`src/rtl/sram_rd_streamer.sv`:
```
// Strided SRAM read initiator: issues reads on one SRAM port and streams the words out
// through a 2-entry skid FIFO. Define SRD_STALL_CNT_EN to build the back-pressure stall counter.
module sram_rd_streamer #(
  parameter int DEPTH  = 4096,
  parameter int WIDTH  = 8,
  parameter int ADDR_W = $clog2(DEPTH),
  parameter int LEN_W  = 16
) (
  input  logic              clk,
  input  logic              rst,
  input  logic              cmd_valid,
  output logic              cmd_ready,
  input  logic [ADDR_W-1:0] cmd_base,
  input  logic [LEN_W-1:0]  cmd_len,
  input  logic [ADDR_W-1:0] cmd_stride,
  output logic              mem_en,
  output logic              mem_we,
  output logic [ADDR_W-1:0] mem_addr,
  input  logic [WIDTH-1:0]  mem_dout,
  output logic              out_valid,
  input  logic              out_ready,
  output logic [WIDTH-1:0]  out_data,
  output logic              out_last,
  output logic              busy,
  output logic              done,
  output logic [31:0]       stall_cnt
);

  typedef enum logic [1:0] {IDLE, ISSUE, DRAIN, DONE} state_t;

  state_t state, state_nx;

  logic [ADDR_W-1:0] addr_q;
  logic [ADDR_W-1:0] stride_q;
  logic [LEN_W-1:0]  rem_q;
  logic              pend_q;
  logic              pend_last_q;
  logic [WIDTH:0]    fifo_q [2];
  logic              wr_ptr_q;
  logic              rd_ptr_q;
  logic [1:0]        cnt_q;

  logic             accept;
  logic             issue;
  logic             fifo_empty;
  logic             valid_int;
  logic             hs;
  logic             bypass;
  logic             enq;
  logic             deq_fifo;
  logic [WIDTH-1:0] head_data;
  logic             head_last;

  assign accept     = (state == IDLE) && cmd_valid;
  assign fifo_empty = (cnt_q == 2'd0);
  assign issue      = (state == ISSUE) && (({1'b0, cnt_q} + {2'b00, pend_q}) < 3'd2);

  // The word returning from the SRAM is presented directly when the FIFO is empty,
  // and is only written into the FIFO if it is not consumed in that same cycle.
  assign valid_int = !fifo_empty || pend_q;
  assign head_data = fifo_empty ? mem_dout    : fifo_q[rd_ptr_q][WIDTH-1:0];
  assign head_last = fifo_empty ? pend_last_q : fifo_q[rd_ptr_q][WIDTH];
  assign hs        = valid_int && out_ready;
  assign bypass    = fifo_empty && pend_q && out_ready;
  assign enq       = pend_q && !bypass;
  assign deq_fifo  = !fifo_empty && out_ready;

  always_ff @(posedge clk) begin
    if (rst) state <= IDLE;
    else     state <= state_nx;
  end

  always_comb begin
    state_nx  = state;
    cmd_ready = 1'b0;
    busy      = 1'b0;
    done      = 1'b0;
    case (state)
      IDLE:    if (cmd_valid) state_nx = (cmd_len == '0) ? DONE : ISSUE;
      ISSUE:   if (issue && (rem_q == LEN_W'(1))) state_nx = DRAIN;
      DRAIN:   if (hs && head_last) state_nx = DONE;
      DONE:    state_nx = IDLE;
      default: state_nx = IDLE;
    endcase
    if (!rst) begin
      cmd_ready = (state == IDLE);
      busy      = (state != IDLE);
      done      = (state == DONE);
    end
  end

  always_ff @(posedge clk) begin
    if (rst) begin
      addr_q      <= '0;
      stride_q    <= '0;
      rem_q       <= '0;
      pend_q      <= 1'b0;
      pend_last_q <= 1'b0;
      wr_ptr_q    <= 1'b0;
      rd_ptr_q    <= 1'b0;
      cnt_q       <= '0;
    end else begin
      if (accept) begin
        addr_q   <= cmd_base;
        rem_q    <= cmd_len;
        stride_q <= cmd_stride;
      end else if (issue) begin
        addr_q <= addr_q + stride_q;
        rem_q  <= rem_q - LEN_W'(1);
      end
      pend_q <= issue;
      if (issue) pend_last_q <= (rem_q == LEN_W'(1));
      if (enq) wr_ptr_q <= ~wr_ptr_q;
      if (deq_fifo) rd_ptr_q <= ~rd_ptr_q;
      cnt_q <= cnt_q + {1'b0, enq} - {1'b0, deq_fifo};
    end
  end

  always_ff @(posedge clk) begin
    if (!rst && enq) fifo_q[wr_ptr_q] <= {pend_last_q, mem_dout};
  end

  assign mem_en    = issue && !rst;
  assign mem_we    = 1'b0;
  assign mem_addr  = mem_en ? addr_q : '0;
  assign out_valid = valid_int && !rst;
  assign out_data  = out_valid ? head_data : '0;
  assign out_last  = out_valid && head_last;

`ifdef SRD_STALL_CNT_EN
  logic [31:0] stall_q;

  always_ff @(posedge clk) begin
    if (rst || accept) stall_q <= '0;
    else if (valid_int && !out_ready && (stall_q != '1)) stall_q <= stall_q + 32'd1;
  end

  assign stall_cnt = rst ? '0 : stall_q;
`else
  assign stall_cnt = '0;
`endif

endmodule

```
`config.mk`:
```
export PLATFORM = sky130hd
export DESIGN_NAME = sram_rd_streamer
export DESIGN_NICKNAME = d
export VERILOG_FILES = /design/src/rtl/sram_rd_streamer.sv
export SDC_FILE = /design/constraint.sdc
export NUM_CORES = 1
export LEC_CHECK = 0
export CORE_ASPECT_RATIO = 0.5
export CORE_MARGIN = 2
export CORE_UTILIZATION = 52
export DETAILED_ROUTE_END_ITERATION = 8
export GPL_TIMING_DRIVEN = 0
export PLACE_DENSITY = 0.92
export SKIP_LAST_GASP = 1
export SLEW_MARGIN = 20
export SYNTH_ARGS = -nofsm -noshare
export SYNTH_HDL_FRONTEND = slang
export SYNTH_SLANG_ARGS = --single-unit
```
`constraint.sdc`:
```
create_clock -name clk -period 3.7 [get_ports clk]
set_input_delay 0.555 -clock clk [delete_from_list [all_inputs] [get_ports clk]]
set_output_delay 0.555 -clock clk [all_outputs]
set_load 0.005 [all_outputs]
```
==> After elaboration in Yosys (flattened, before gate mapping) <==
Memory sizes are Yosys's and may differ from the RTL's. A register that Yosys moved wholly into a read port is not among the register bits.
Index checks and enable logic that the tools add are counted.
{ "totals": {"reg_bits": 48, "mem_bits_rw": 18, "input_bits": 52, "memories": 1} }
{ "mem_list": {"columns": ["memory", "words", "width", "rd", "rd_ports_with_merged_regs", "write_ports", "line", "text"], "rows": [
  ["fifo_q", 2, 9, 1, 1, 1, "38", "logic [WIDTH:0] fifo_q [2];"]
]} }
{ "op_classes": {"addsub": 5, "magnitude_cmp": 1, "n_eq_ne": 7, "muxes": 20, "bitwise": 2, "n_reduce_logical": 23} }
{ "op_table": {"columns": ["op", "n"], "rows": [
  ["2-to-1 mux 12 bit", 3],
  ["2-to-1 mux 16 bit", 2],
  ["== test 16 x 1 -> 1 bit (second input constant)", 1],
  ["logical NOT 16 bit", 1],
  ["2-to-1 mux 8 bit", 2],
  ["subtractor 16 x 1 -> 16 bit (second input constant)", 1],
  ["logical AND 1 bit", 13],
  ["adder 12 bit", 1],
  ["2-to-1 mux 1 bit", 8],
  ["2-to-1 mux 2 bit", 4],
  ["one-hot mux 2 bit (4 select lines)", 1],
  ["== test 2 bit (second input constant)", 2],
  ["logical NOT 2 bit", 2],
  ["inequality test 2 bit (second input constant)", 2],
  ["nonzero test 2 bit", 2],
  ["adder 2 x 1 -> 3 bit", 1],
  ["logical NOT 1 bit", 3],
  ["< comparator 3 x 2 -> 1 bit (second input constant)", 1],
  ["AND reduction 3 bit", 1],
  ["adder 2 x 1 -> 2 bit", 1],
  ["== test 2 x 1 -> 1 bit (second input constant)", 1],
  ["inequality test 2 x 1 -> 1 bit (second input constant)", 1],
  ["inverter 1 bit", 2],
  ["subtractor 2 x 1 -> 2 bit", 1],
  ["logical OR 1 bit", 1]
]} }

==> Logic depth before layout (Yosys ltp) <==
Gate-level depths: netlist of run 1.
{ "depth": {"ltp_word": 8, "mapped_depth": 9} }

==> Worst setup path after synthesis of run 1 <==
Ideal clock, no wire load.
{ "synth_timing": {"path_kind": "reg-to-output", "from": "register state[1]", "to": "output port mem_addr[10]", "t_arrival_ns": 1.564, "path_slack_ns": 1.581, "stages_incl_launch_ff": 8, "path_buffers": 2, "cell_sequence": "dfxtp_1 > inv_1 > ha_1 > nor2b_1 > and2_1 > clkbuf_1 > clkbuf_1 > and3_1"} }
{ "synth_via": {"elab_chain_len": 4} }
{ "synth_rtl": {"columns": ["item", "line", "text"], "rows": [
  ["start: declaration", "31", "state_t state, state_nx;"],
  ["start signal: assignment", "70", "else state <= state_nx;"],
  ["== test 2 x 1 -> 1 bit", "56", "assign issue = (state == ISSUE) && (({1'b0, cnt_q} + {2'b00, pend_q}) < 3'd2);"],
  ["logical AND 1 bit", "56", null],
  ["logical AND 1 bit", "123", "assign mem_en = issue && !rst;"],
  ["2-to-1 mux 12 bit", "125", "assign mem_addr = mem_en ? addr_q : '0;"],
  ["end: declaration", "18", "output logic [ADDR_W-1:0] mem_addr,"]
]} }
No other way between the ends.

==> Worst setup path after layout of run 1 <==
{ "layout_timing": {"from": "register state[1]", "to": "output port mem_addr[2]"} }
Same word-level chain as after synthesis.

==> results of run 1 <==
==> stage by stage <==
step / instances / cell area, um^2
after floorplan: 492 / 4128
after global placement: 664 / 5009
after detailed placement: 664 / 5019
after CTS: 680 / 5314
after global routing: 680 / 5314
final: 680 / 5314
==> where the power goes <==
group          total, mW  internal, mW  switching [mW]
Clock              0.846         0.521           0.325
Combinational       1.40         0.582           0.822
Sequential          1.05         0.911           0.136
Total               3.30          2.01            1.28
==> cell families (layout without fill, tap and decap cells) <==
group / Yosys count / after routing
XOR/XNOR: 20 / 20
multiplexers: 11 / 11
other: 1 / 33
AO/OA/AOI/OAI: 103 / 103
AND/OR/NAND/NOR: 161 / 161
buffers and inverters: 77 / 169
flip-flops: 67 / 67
adder cells (fa/ha/maj): 20 / 20
==> flip-flops by register name, indices dropped and copies added, names as in the netlist, 2 cells and up, named ones only <==
name / count
addr_q: 12
cnt_q: 2
fifo_q: 18
rem_q: 16
state: 2
stride_q: 12
==> layout make-up <==
type,count,share of cell area
buffer,58,0.06475
timing repair buffer,76,0.1432
multi-input combinational,348,0.4142
tap,96,0.02260
sequential,67,0.2863
clock buffer,10,0.04309
clock inverter,6,0.01248
inverter,19,0.01342
==> synthesized netlist by cell type (all sizes together) (3+ instances only) <==
master	n	area share
inv	19	0.018
o211ai	3	0.0056
clkbuf	19	0.018
nand2	40	0.037
edfxtp	18	0.13
o21ai	14	0.017
nor4	6	0.015
nor2b	6	0.0094
ha	19	0.059
and2	3	0.0047
nor3	16	0.021
a211oi	27	0.052
dfxtp	49	0.24
and3	13	0.020
xor2	10	0.022
a21o	5	0.0094
o311a	3	0.0075
nor2	45	0.042
nor3b	3	0.0069
a311oi	4	0.0087
a21oi	28	0.035
nand3	6	0.0075
xnor2	10	0.022
nand4	7	0.011
nand4b	3	0.0066
or4	7	0.015
a211o	3	0.0066
mux2i	11	0.027
buf	39	0.068
==> worst max-delay path, cell delays in order, from the launching register on <==
cell and delay [ns]:
dfxtp_1 0.34, inv_1 0.09, ha_1 0.16, nor2b_1 0.22
and2_1 0.19, clkbuf_1 0.40, clkbuf_1 0.44, and3_1 0.25
clkdlybuf4s50_1 0.50
==> path summary, 6_finish.rpt <==
| check | to | from | depth (start not counted) |
|---|---|---|---|
| worst min register to register | stride_q[8] | stride_q[8] | 2 |
| worst max-delay path | mem_addr[2] | state[1] | 8 |
| worst max register to register | state[1] | rem_q[2] | 4 |
| worst min-delay path | stride_q[8] | stride_q[8] | 2 |
==> routing by layer <==
| layer | global-route usage | share of wire | routed length, um |
|---|---|---|---|
| met3 | 0.05097 | 0.083 | 885 |
| met4 | 0.1401 | 0.033 | 354 |
| met1 | 0.3273 | 0.42 | 4468 |
| met2 | 0.4505 | 0.47 | 5011 |
| met5 | 0 | 0 | 0 |
==> metrics.yaml, run 1 <==
antenna_found_initial: 0
critPathKind: "flop to output port"
register_area_um2: 1521
drv_slew: 0
first_pass_iters: 6
grt_usage: 0.2660
max-slew-margin-rel: 0.4334
avgSynthCellArea_um2: 8.712
setup_ws_ns: 0.1973
critical_path_required_ns: 3.14
synth_ff_type: "dfxtp_1"
endpoint_kind: "output port"
cts.sinks: 67
die-area_um2: 8468
netlist_instances: 460
yosysSeqAreaShare: 0.3796
drtIter0Drc: 472
power.density_nw_per_um2: 620.5
crit_path_start_kind: "flop"
dpl_worst_slack_ns: 0.5633
cts.clk_slew.worst_paths_ns: 0.06
synth_top_family_by_area: "simple AND/OR/NAND/NOR gates"
io_pins: 111
fp.dieW_um: 128.2
fin_setup_tns_ns: 0
synth-compound-area-share: 0.1736
synth_edf_count: 18
grt_max_degree: 13
start_util: 0.5412
final_util: 0.7176
synth-simple-area-share: 0.2067
die_y_um: 66.08
syn_to_final_growth_pct: 32.59
min_period_over_period: 0.9467
finalSetupViolations: 0
synthMuxAreaShare: 0.02747
mostFrequentLayoutCells: "clkdlybuf4s50_1 (76), dfxtp_1 (49), nor2_1 (45)"
period_needed_ns: 3.503
ant_nets: 0
rsz0062_at_grt: "false"
htree_levels: 3
ir_drop_v: 0.0003312
drc: 0
rows: 22
clockBufferDepth: 2
skew_ns: 0.005985
port_buffers: 76
cts-hold-fix-buffers: 0
core_um2: 7405
synth_seq_cells: 67
synthAdderAreaFrac: 0.06431
fin_hold_ws_ns: 0.4626
hp-class: "flop to flop"
drive_gt1_frac: 0.1096
cp.arrival_ns: 2.95
drt-total-wl_um: 10720
ys_async_sr_fraction: 0
vias: 3844
synthXorXnorAreaFrac: 0.04371
synth.distinct_cells: 59
hold_viol_final: 0
via_per_inst: 5.653
cts_tree: "yes"
gp_congestion: 0.9198
worst_pin_slew_ns: 0.8422
multi_input_area_um2: 2201
num-fill-cells: 559
grt_pass1_vias: 3615
clock.fmax_mhz: 285.5
reg2reg_slack_ns: 1.23
grt_pass1_wl_um: 17340
num_antenna_cells: 0
cts_root_buffer: "clkbuf_16"
post_cts_buffers: 0
ctsResizeCount: 0
run_status: "finished, final reports clean"
hpwl_um: 7471
wl_per_cell_um: 15.76
overflow: 0
maxCapViolCount: 0
syn_area_um2: 4008
final_common_cell: "clkdlybuf4s50_1"
total_power_mw: 3.297
cts-buffers-inserted: 9
fin_nets: 651
crit_fanout: 10
leakage_nw: 2.165
yosysWarnings: 0
insertion_delay_ns: 0.34
(Power assumes the default switching activity.)
==> run 2: changes to the inputs <==
- CORE_UTILIZATION: 52 -> 54
- CTS_BUF_LIST: unset -> sky130_fd_sc_hd__clkbuf_4
- PLACE_DENSITY: 0.92 -> 0.94
==> metrics.yaml, run 2 (same netlist as run 1, synthesis figures left out) <==
ant_nets: 0  # unchanged
min_period_over_period: 0.9582  # +0.01155
rows: 22  # unchanged
die-area_um2: 8168  # -3.5%
drtIter0Drc: 403  # -15%
drv_slew: 0  # unchanged
critPathMaxStageDelay_ns: 0.54  # +0.04 ns
r2r_cells: 5  # +1
drt-total-wl_um: 10570  # -1.4%
grt_pass1_wl_um: 16740  # -3.5%
crit_fanout: 10  # unchanged
drc: 0  # unchanged
hold_viol_final: 0  # unchanged
vias: 3803  # -1.1%
skew_ns: 0.009751  # +0.003766 ns
max-slew-margin-rel: 0.4417  # +0.008348
cts.sinks: 67  # unchanged
register_area_um2: 1521  # unchanged
holdPathStages: 2  # unchanged
period_needed_ns: 3.545  # +0.04273 ns
multi_input_area_um2: 2201  # unchanged
leakage_nw: 2.107  # -2.7%
fin_cells: 680  # unchanged
fin_setup_tns_ns: 0  # unchanged
critical_path_required_ns: 3.14  # about the same
r2r-end: "state[1]"
clockPowerShare: 0.172  # -0.085
cts.clk_slew.worst_paths_ns: 0.12  # +0.06 ns
rr_startpoint: "rem_q[2]"
hp-class: "flop to flop"
rsz0062_at_grt: "false"
finalSetupViolations: 0  # unchanged
switching_power_mw: 1.262  # -1.7%
via_per_inst: 5.593  # -1.1%
cp.arrival_ns: 2.99  # +0.04 ns
cp_cell_sequence: "inv_1 > ha_1 > nor2b_1 > and2_1 > clkbuf_1 > clkbuf_2 > and3_1 > clkdlybuf4s50_1"
total_power_mw: 2.962  # -10%
hpwl_um: 7557  # +1.2%
dp_cells: 664  # unchanged
worst_pin_slew_ns: 0.8298  # -0.01241 ns
num-fill-cells: 532  # -4.8%
ir_drop_v: 0.0002442  # -26%
syn_to_final_growth_pct: 28.85
mostFrequentLayoutCells: "clkdlybuf4s50_1 (76), dfxtp_1 (49), nor2_1 (45)"
stdcell_area_um2: 5164  # -2.8%
grt_max_degree: 14  # +1
holdPathEnd: "stride_q[5]"
hp-start: "stride_q[5]"
grt_pass1_vias: 3586  # -0.80%
maxCapViolCount: 0  # unchanged
htree_levels: 3  # unchanged
crit_path_top_delay_cell: "clkdlybuf4s50_1"
die_y_um: 64.92  # -1.8%
overflow: 0  # unchanged
gp_congestion: 0.9059  # -1.5%
port_buffers: 76  # unchanged
largestRegisters: "fifo_q x18, rem_q x16"
fp.dieW_um: 125.8  # -1.8%
switching_share: 0.4260  # +0.03681
largest_reg_flops: 18  # unchanged
start_util: 0.5515  # +0.01025
reg2reg_slack_ns: 1.21  # -0.02 ns
fin_hold_ws_ns: 0.4679  # +0.005232 ns
antenna_found_initial: 0  # unchanged
crit_path_start_kind: "flop"
pwr-share-seq: 0.352  # +0.034
placed_cell_area_um2: 5019  # unchanged
final_common_cell: "clkdlybuf4s50_1"
core_um2: 7267  # -1.9%
largest-register: "fifo_q"
drive_gt1_frac: 0.1130  # +0.003425
io_pins: 111  # unchanged
num_antenna_cells: 0  # unchanged
power.density_nw_per_um2: 573.6  # -7.5%
wl_per_cell_um: 15.55  # -1.4%
grt_usage: 0.2585  # -0.007492
cts_root_buffer: "clkbuf_4"
fin_nets: 651  # unchanged
pwr-share-comb: 0.476  # +0.050
cts_tree: "yes"
endpoint_kind: "output port"
first_pass_iters: 5  # -1
clock.fmax_mhz: 282.1  # -1.2%
p_int_mw: 1.700  # -16%
critPathKind: "flop to output port"
run_status: "finished, final reports clean"
cts-buffers-inserted: 9  # unchanged
clockBufferDepth: 2  # unchanged
insertion_delay_ns: 0.45  # +0.11 ns
[run 2: cell count changes in the layout (fill, tap and decap cells not counted), sizes merged]
cell / change
clkbuf: -1
inv: +2
clkinvlp: -1
[run 2: worst max-delay path by stage]
| stage | end | start | cells after the start |
|---|---|---|---|
| floorplan | mem_addr[10] | state[1] | 7 |
| CTS | mem_addr[8] | state[1] | 8 |
| global placement | mem_addr[5] | state[1] | 8 |
| global route | mem_addr[8] | state[1] | 8 |
| finish | mem_addr[8] | state[1] | 8 |
| detailed placement | mem_addr[8] | state[1] | 8 |
[run 2: timing repair]
item,4_1_cts,5_1_grt
resized for setup,0,2
endpoints found under the setup margin,0,9
hold buffers,0,0
setup buffers,0,0
[run 2: cell type report]
cell class | instances | share of cell area
timing repair buffer | 76 | 0.1473
multi-input combinational | 348 | 0.4262
inverter | 19 | 0.01381
buffer | 58 | 0.06688
clock inverter | 7 | 0.01478
sequential | 67 | 0.2946
clock buffer | 9 | 0.01308
tap | 96 | 0.02326
[run 2: per-layer routing]
metal	vias up	wire, um	GRT usage
met1	1714	4220	0.3045
met4	0	294	0.1181
met2	218	4994	0.4453
li1	1830	-	-
met3	41	1063	0.07349
met5	-	0	0
[run 2: power groups by stage]
stage	sequential (mW)	combinational, mW	clock, mW
after floorplan	1.02	0.951	0
after global placement	1.04	1.31	0
after detailed placement	1.05	1.36	0
after CTS	1.04	1.37	0.509
after global routing	1.06	1.53	0.541
final	1.04	1.41	0.509
[run 2: per-stage QoR]
step                utilization  setup WS (ns)
global placement         0.6892         0.6529
detailed placement       0.6906         0.5586
finish                   0.7106         0.1546
CTS                      0.7104        0.06221
global route             0.7106        0.09022
floorplan                     -          1.581
[run 2: worst max-delay path: cells and delay by family, from the launching register on]
| family | cells | cell delay, ns |
|---|---|---|
| adder cells (fa/ha/maj) | 1 | 0.16 |
| flip-flops | 1 | 0.35 |
| AND/OR/NAND/NOR | 3 | 0.62 |
| buffers and inverters | 4 | 1.42 |
